==> config.mk <==
export PLATFORM = sky130hd
export DESIGN_NAME = sm_minmax_tracker
export DESIGN_NICKNAME = d
export VERILOG_FILES = /design/src/rtl/sm_minmax_tracker_pkg.sv /design/src/rtl/signed_mag_compare.sv /design/src/rtl/sm_minmax_tracker.sv
export SDC_FILE = /design/constraint.sdc
export NUM_CORES = 1
export LEC_CHECK = 0
export CORE_AREA = 2 2 58 60
export CTS_CLUSTER_SIZE = 12
export DETAILED_ROUTE_END_ITERATION = 8
export DIE_AREA = 0 0 60 62
export PLACE_DENSITY = 0.73
export SLEW_MARGIN = 20
export SYNTH_ARGS = -nofsm -noshare
export SYNTH_HDL_FRONTEND = slang
export SYNTH_SLANG_ARGS = --single-unit
==> constraint.sdc <==
create_clock -name clk -period 2.4 [get_ports clk]
set_input_delay 0.48 -clock clk [delete_from_list [all_inputs] [get_ports clk]]
set_output_delay 0.48 -clock clk [all_outputs]
set_load 0.005 [all_outputs]
==> src/rtl/sm_minmax_tracker_pkg.sv <==
// Shared definitions for the sign-magnitude min/max tracker: defaults,
// controller state encoding, and notable sign-magnitude sample values.
package sm_pkg;

  localparam int SM_DATA_W = 7;

  typedef enum logic [1:0] {
    EMPTY = 2'd0,
    ACC   = 2'd1,
    DONE  = 2'd2
  } sm_state_e;

  localparam logic [SM_DATA_W-1:0] SM_NEG_ZERO = 7'b1000000;
  localparam logic [SM_DATA_W-1:0] SM_POS_MAX  = 7'b0111111;
  localparam logic [SM_DATA_W-1:0] SM_NEG_MAX  = 7'b1111111;

endpackage

==> src/rtl/signed_mag_compare.sv <==
// Orders two sign-magnitude values; +0 and -0 compare equal.
module signed_mag_compare #(
  parameter int DATA_W = 7
) (
  input  logic [DATA_W-1:0] a,
  input  logic [DATA_W-1:0] b,
  output logic              aLTb,
  output logic              aGTb
);

  logic              neg_a, neg_b;
  logic [DATA_W-2:0] mag_a, mag_b;

  assign mag_a = a[DATA_W-2:0];
  assign mag_b = b[DATA_W-2:0];
  // A zero magnitude is never negative, which folds -0 onto +0.
  assign neg_a = a[DATA_W-1] & (|mag_a);
  assign neg_b = b[DATA_W-1] & (|mag_b);

  always_comb begin
    aLTb = 1'b0;
    aGTb = 1'b0;
    if (neg_a != neg_b) begin
      aLTb = neg_a;
      aGTb = neg_b;
    end else if (neg_a) begin
      aLTb = (mag_a > mag_b);
      aGTb = (mag_a < mag_b);
    end else begin
      aLTb = (mag_a < mag_b);
      aGTb = (mag_a > mag_b);
    end
  end

endmodule

==> src/rtl/sm_minmax_tracker.sv <==
// Tracks running min/max and sample count over a frame of sign-magnitude
// samples; presents them on a valid/ready output at frame end.
module sm_minmax_tracker
  import sm_pkg::*;
#(
  parameter int DATA_W = SM_DATA_W,
  parameter int CNT_W  = 8
) (
  input  logic              clk,
  input  logic              rst_n,
  input  logic              in_valid,
  output logic              in_ready,
  input  logic [DATA_W-1:0] in_data,
  input  logic              in_last,
  output logic              out_valid,
  input  logic              out_ready,
  output logic [DATA_W-1:0] out_min,
  output logic [DATA_W-1:0] out_max,
  output logic [CNT_W-1:0]  out_count
);

  localparam logic [CNT_W-1:0] CNT_ONE = CNT_W'(1);

  sm_state_e         state_q, state_d;
  logic [DATA_W-1:0] min_q, min_d, max_q, max_d;
  logic [CNT_W-1:0]  cnt_q, cnt_d;
  logic              accept;
  logic              min_lt, max_gt;
  logic              min_gt_unused, max_lt_unused;

  signed_mag_compare #(.DATA_W(DATA_W)) cmp_min (
    .a    (in_data),
    .b    (min_q),
    .aLTb (min_lt),
    .aGTb (min_gt_unused)
  );

  signed_mag_compare #(.DATA_W(DATA_W)) cmp_max (
    .a    (in_data),
    .b    (max_q),
    .aLTb (max_lt_unused),
    .aGTb (max_gt)
  );

  assign in_ready  = (state_q == EMPTY) || (state_q == ACC);
  assign out_valid = (state_q == DONE);
  assign accept    = in_valid && in_ready;
  assign out_min   = min_q;
  assign out_max   = max_q;
  assign out_count = cnt_q;

  always_comb begin
    state_d = state_q;
    min_d   = min_q;
    max_d   = max_q;
    cnt_d   = cnt_q;
    case (state_q)
      EMPTY: begin
        if (accept) begin
          min_d   = in_data;
          max_d   = in_data;
          cnt_d   = CNT_ONE;
          state_d = in_last ? DONE : ACC;
        end
      end
      ACC: begin
        if (accept) begin
          // Strict compares keep the stored encoding on ties.
          if (min_lt) min_d = in_data;
          if (max_gt) max_d = in_data;
          if (cnt_q != '1) cnt_d = cnt_q + CNT_ONE;
          if (in_last) state_d = DONE;
        end
      end
      DONE: begin
        if (out_ready) state_d = EMPTY;
      end
      default: state_d = EMPTY;
    endcase
  end

  always_ff @(posedge clk or negedge rst_n) begin
    if (!rst_n) begin
      state_q <= EMPTY;
      min_q   <= '0;
      max_q   <= '0;
      cnt_q   <= '0;
    end else begin
      state_q <= state_d;
      min_q   <= min_d;
      max_q   <= max_d;
      cnt_q   <= cnt_d;
    end
  end

endmodule

==> metrics.yaml, run 1 <==
status: "finished clean"
place_congestion: 0.863
core_um2: 3180
dieWidth_um: 60
ir_drop_v: 0.000463
total_power_mw: 1.47
first_pass_iters: 4
cts.sink_count: 24
path_class: "reg -> reg"
comb_power_share: 0.486
synth_warnings: 0
root_buffer: "clkbuf_4"
p_leak_nw: 0.955
layout-drive-gt1-share: 0.191
htree_levels: 1
tightest_slew_ps: 1030
final_common_cell: "clkdlybuf4s50_1"
cts_tree: "done"
p_per_area_nw_per_um2: 724
grt_antenna_before_repair: 0
dpl.hpwl_um: 2480
crit_fanout: 7
vias: 1179
clockBufferDepth: 2
async_reset_ff_frac: 1.00
synth.cell_area_um2: 1400
ant_nets: 0
drtIter0Drc: 57
synth_ff_type: "dfrtp_1"
synth_seq_area_share: 0.429
final_hold_viol_count: 0
port-buffer-count: 35
gr-usage-all-layers: 0.195
fmax_ghz: 0.459
pwr-share-clk: 0.117
regToRegEndpoint: "out_min[6]$_DFFE_PN0P_"
r2r_setup_slack_ps: 220
grt_max_degree: 25
ys_types: 29
fin_util: 0.638
grt_pass1_vias: 1197
nNetsFinal: 210
internal-power_mw: 0.979
final_cell_area_um2: 2030
viasPerCell: 5.15
p_switching_mw: 0.489
synth_top_area_frac: 0.429
areaGrowthSynthToFinish_pct: 44.7
wl_um: 3360
synthTopCellsByArea: "dfrtp_1 (43%), ha_1 (12%), mux2_2 (11%)"
setup_violations: 0
r2r_cells: 8
routedWlPerCell_um: 14.7
die_h_um: 62
final_cell_mix: "clkdlybuf4s50_1 (29), dfrtp_1 (24), inv_1 (16)"
cp.arrival_ps: 2390
slew_viol_final: 0
dieArea_um2: 3720
synthCells: 135
cts_buffers: 3
end_kind: "flip-flop"
worstSkewPairLatency_ps: 310
start_util: 0.441
cts-hold-fix-buffers: 0
rsz0062_at_grt: "false"
clk_pin_slew_worst_paths_ps: 120
fin_crit_ps: 2180
ios: 36
timing.final.crit_share: 0.907
avgSynthCellArea_um2: 10.4
diodes: 0
yosys.area.top_type: "dfrtp_1"
swShare: 0.333
drc_errors: 0
ys_seq_elements: 24
drv_cap: 0
hold_class: "in -> async"
seqPwrFrac: 0.397
slew_headroom: 0.307
synth_edf_count: 0
start_kind: "flip-flop"
placed_area_um2: 1880
grt.overflow.total: 0
fin_skew_ps: 4.88
worst_r2r_startpoint: "out_min[5]$_DFFE_PN0P_"
grt_pass1_wl_um: 5460
crit_required_ps: 2610
synth_nets: 160
rows: 21
-- cell usage after synthesis (all sizes together) (2+ instances only) --
master and number:
dfrtp 24, mux2i 2, mux2 14, a21oi 3, o31ai 2, o311ai 2
nor2 10, o31a 2, a31oi 2, nand3 3, o21bai 2, inv 16
o21ai 3, nand2 8, a311o 2, and2 2, nor2b 3, nor3 4
xnor2 5, ha 13, nand4 6
-- layout make-up --
type                    count  area [um2]
fillers                   261        1150
flip-flops and latches     24         601
well taps                  46        57.6
clock buffers               3        22.5
repair buffers             47         480
multi-input cells          93         807
inverters                  16        60.1
-- sequential cells by signal (all words and copies together), names as in the netlist --
signal,count
state_q,2
out_min,7
out_count,8
out_max,7
-- power by group through the flow --
stage / Combinational [mW] / Sequential, mW / Clock [mW]
final: 0.713 / 0.583 / 0.172
after global routing: 0.783 / 0.599 / 0.196
after CTS: 0.643 / 0.582 / 0.180
after detailed placement: 0.618 / 0.589 / 0
after global placement: 0.600 / 0.583 / 0
after floorplan: 0.302 / 0.580 / 0
-- worst max-delay path, cell delays in order (launching register included) --
cell	delay, ps
dfrtp_1	440
inv_1	60
ha_1	330
nand4_1	140
o21bai_1	220
a311o_1	320
o211ai_4	100
buf_12	160
mux2_4	300
-- worst max-delay path by stage --
stage	from	end	slack, ps	depth (start not counted)
after floorplan	in_data[0]	out_min[0]$_DFFE_PN0P_	190	5
after global placement	in_data[4]	out_max[4]$_DFFE_PN0P_	-380	7
after detailed placement	in_data[4]	out_max[2]$_DFFE_PN0P_	-490	7
after CTS	in_data[1]	out_min[0]$_DFFE_PN0P_	2	8
after global routing	out_count[0]$_DFFE_PN0P_	out_count[7]$_DFFE_PN0P_	110	6
final	out_min[5]$_DFFE_PN0P_	out_min[6]$_DFFE_PN0P_	220	8
-- layer usage --
layer / global-route usage / vias up / share of wire
met5: 0 / - / 0
met4: 0.0603 / 0 / 0.0083
met3: 0.0269 / 4 / 0.033
met2: 0.354 / 26 / 0.53
met1: 0.239 / 574 / 0.43
li1: - / 575 / -
-- stage by stage --
step / worst slack (ps) / std cells / hold WS (ps) / TNS (ps)
5_1_grt: 113 / 229 / 525 / 0
2_1_floorplan: 194 / 135 / 184 / 0
4_1_cts: 2.12 / 227 / 526 / 0
3_5_place_dp: -490 / 224 / 524 / -5840
3_3_place_gp: -381 / 224 / 518 / -5090
6_report: 223 / 229 / 520 / 0
-- cell families after synthesis --
logic type	after synthesis	share of synthesized area
AO/OA/AOI/OAI	21	0.117
XOR/XNOR	5	0.0312
adder cells (fa/ha/maj)	13	0.116
buffers and inverters	18	0.0482
flip-flops	24	0.429
multiplexers	16	0.127
AND/OR/NAND/NOR	38	0.132
-- what timing repair did --
item | 4_1_cts | 5_1_grt
buffers inserted | 0 | 2
resized for setup | 3 | 16
gates cloned | 0 | 0
endpoints found under the hold margin | 0 | 0
endpoints found under the setup margin | 14 | 14
pin swaps | 3 | 5
Power figures use the tool's default switching activity.
==> run 2, diff against run 1 <==
==> constraint.sdc (replaced) <==
create_clock -name clk -period 2.4 [get_ports clk]
set_input_delay 0.6 -clock clk [delete_from_list [all_inputs] [get_ports clk]]
set_output_delay 0.6 -clock clk [all_outputs]
set_load 0.005 [all_outputs]
==> metrics.yaml, run 2 (synthesis gave the netlist of run 1 again) <==
start_kind: "input pin"  # was flip-flop
final_common_cell: "clkdlybuf4s50_1"  # unchanged
timing.final.crit_share: 0.954  # was 0.907
grt_antenna_before_repair: 0  # unchanged
slew_viol_final: 0  # unchanged
place_congestion: 0.854  # was 0.863
core_um2: 3180  # unchanged
dieWidth_um: 60  # unchanged
gr-usage-all-layers: 0.190  # was 0.195
cpPeakStageDelay_ps: 540  # was 440 ps
root_buffer: "clkbuf_4"  # unchanged
fillers: 273  # was 261
viasPerCell: 5.11  # was 5.15
crit_required_ps: 2630  # was 2610 ps
fin_skew_ps: 13.4  # was 4.88 ps
grt.overflow.total: 0  # unchanged
p_leak_nw: 0.921  # was 0.955 nW
areaGrowthSynthToFinish_pct: 44.0  # was 44.7%
setup_violations: 0  # unchanged
routedWlPerCell_um: 13.9  # was 14.7 um
first_pass_iters: 4  # unchanged
status: "finished clean"  # unchanged
clk_pin_slew_worst_paths_ps: 140  # was 120 ps
port-buffer-count: 35  # unchanged
start_util: 0.441  # unchanged
tightest_slew_ps: 731  # was 1030 ps
worst_hold_slack_ps: 547  # was 520 ps
worstSkewPairLatency_ps: 320  # was 310 ps
fmax_ghz: 0.437  # was 0.459 GHz
final_hold_viol_count: 0  # unchanged
p_per_area_nw_per_um2: 771  # was 724 nW/um2
cts_tree: "done"  # unchanged
final_cell_mix: "clkdlybuf4s50_1 (29), dfrtp_1 (24), inv_1 (16)"  # unchanged
crit_fanout: 7  # unchanged
rows: 21  # unchanged
cts_buffers: 3  # unchanged
drc_errors: 0  # unchanged
grt_pass1_vias: 1118  # was 1,197
cp.arrival_ps: 2520  # was 2390 ps
fin_util: 0.635  # was 0.638
wl_um: 3220  # was 3360 um
dieArea_um2: 3720  # unchanged
crit_chain: "dlygate4sd2_1 -> or4_4 -> o31a_1 -> a311o_1 -> o211ai_4 -> buf_12 -> mux2_4"  # was inv_1 -> ha_1 -> nand4_1 -> o21bai_1 -> a311o_1 -> o211ai_4 -> buf_12 -> mux2_4
layout-drive-gt1-share: 0.189  # was 0.191
path_class: "in -> reg"  # was reg -> reg
clockBufferDepth: 2  # unchanged
drtIter0Drc: 81  # was 57
nNetsFinal: 211  # was 210
die_h_um: 62  # unchanged
diodes: 0  # unchanged
end_kind: "flip-flop"  # unchanged
hold_class: "reg -> reg"  # was in -> async
vias: 1181  # was 1,179
drv_cap: 0  # unchanged
cts.sink_count: 24  # unchanged
dp.cells: 226  # was 224
largest_register_ffs: 8  # unchanged
fin_cells: 231  # was 229
ios: 36  # unchanged
ir_drop_v: 0.000403  # was 0.000463 V
grt_pass1_wl_um: 5220  # was 5460 um
dpl.hpwl_um: 2440  # was 2480 um
ant_nets: 0  # unchanged
rsz0062_at_grt: "false"  # unchanged
htree_levels: 1  # unchanged
slew_headroom: 0.507  # was 0.307
grt_max_degree: 25  # unchanged
slowest_stage: "or4_4"  # was dfrtp_1
fin_crit_ps: 2290  # was 2180 ps
## run 2: layout make-up
cell class | instances | area [um2] | area share
Clock inverter | 1 | 30.0 | 0.0149
Inverter | 16 | 60.1 | 0.0298
Tap cell | 46 | 57.6 | 0.0285
Timing Repair Buffer | 48 | 453 | 0.224
Sequential cell | 24 | 601 | 0.298
Clock buffer | 3 | 22.5 | 0.0112
Multi-Input combinational cell | 93 | 795 | 0.394
## run 2: through the flow
| stage | setup WS, ps | instance area (um2) | TNS (ps) | power [mW] |
|---|---|---|---|---|
| floorplan | 73.7 | 1400 | 0 | 0.882 |
| global placement | -482 | 1890 | -6720 | 1.18 |
| detailed placement | -547 | 1890 | -7310 | 1.20 |
| CTS | 74.3 | 2020 | 0 | 1.57 |
| global route | 54.3 | 2020 | 0 | 1.67 |
| finish | 110 | 2020 | 0 | 1.56 |
## run 2: path summary, 6_finish.rpt
check | from | endpoint | slack (ps) | depth (start not counted)
min in group asynchronous | rst_n | out_count[7]$_DFFE_PN0P_ | 620 | 2
setup reg to reg | out_max[3]$_DFFE_PN0P_ | out_max[3]$_DFFE_PN0P_ | 290 | 7
setup / recovery | in_data[1] | out_min[0]$_DFFE_PN0P_ | 110 | 7
hold reg to reg | out_count[0]$_DFFE_PN0P_ | out_count[0]$_DFFE_PN0P_ | 550 | 1
max in group asynchronous | rst_n | out_max[6]$_DFFE_PN0P_ | 1530 | 2
hold / removal | out_count[0]$_DFFE_PN0P_ | out_count[0]$_DFFE_PN0P_ | 550 | 1
## run 2: worst max-delay path: cells and delay by family
kind | cells | cell delay, ps
simple gates | 1 | 540
mux | 1 | 300
buf+inv | 2 | 420
compound gates | 3 | 660
## run 2: timing repair
item | 4_1_cts | 5_1_grt
gates resized for setup | 17 | 0
pin swaps | 5 | 1
buffers inserted | 1 | 0
endpoints found under the setup margin | 14 | 1
hold buffers | 0 | 0
## run 2: power by group
group	internal, mW	switching [mW]
clock network	0.169	0.124
logic	0.407	0.271
registers	0.495	0.0896
## run 2: metal layers
| metal | GRT usage | part of all wire | vias to the layer above |
|---|---|---|---|
| met5 | 0 | 0 | - |
| met4 | 0.0571 | 0.0065 | 0 |
| met3 | 0.0228 | 0.039 | 4 |
| met2 | 0.329 | 0.50 | 33 |
| met1 | 0.250 | 0.45 | 565 |
| li1 | - | - | 579 |
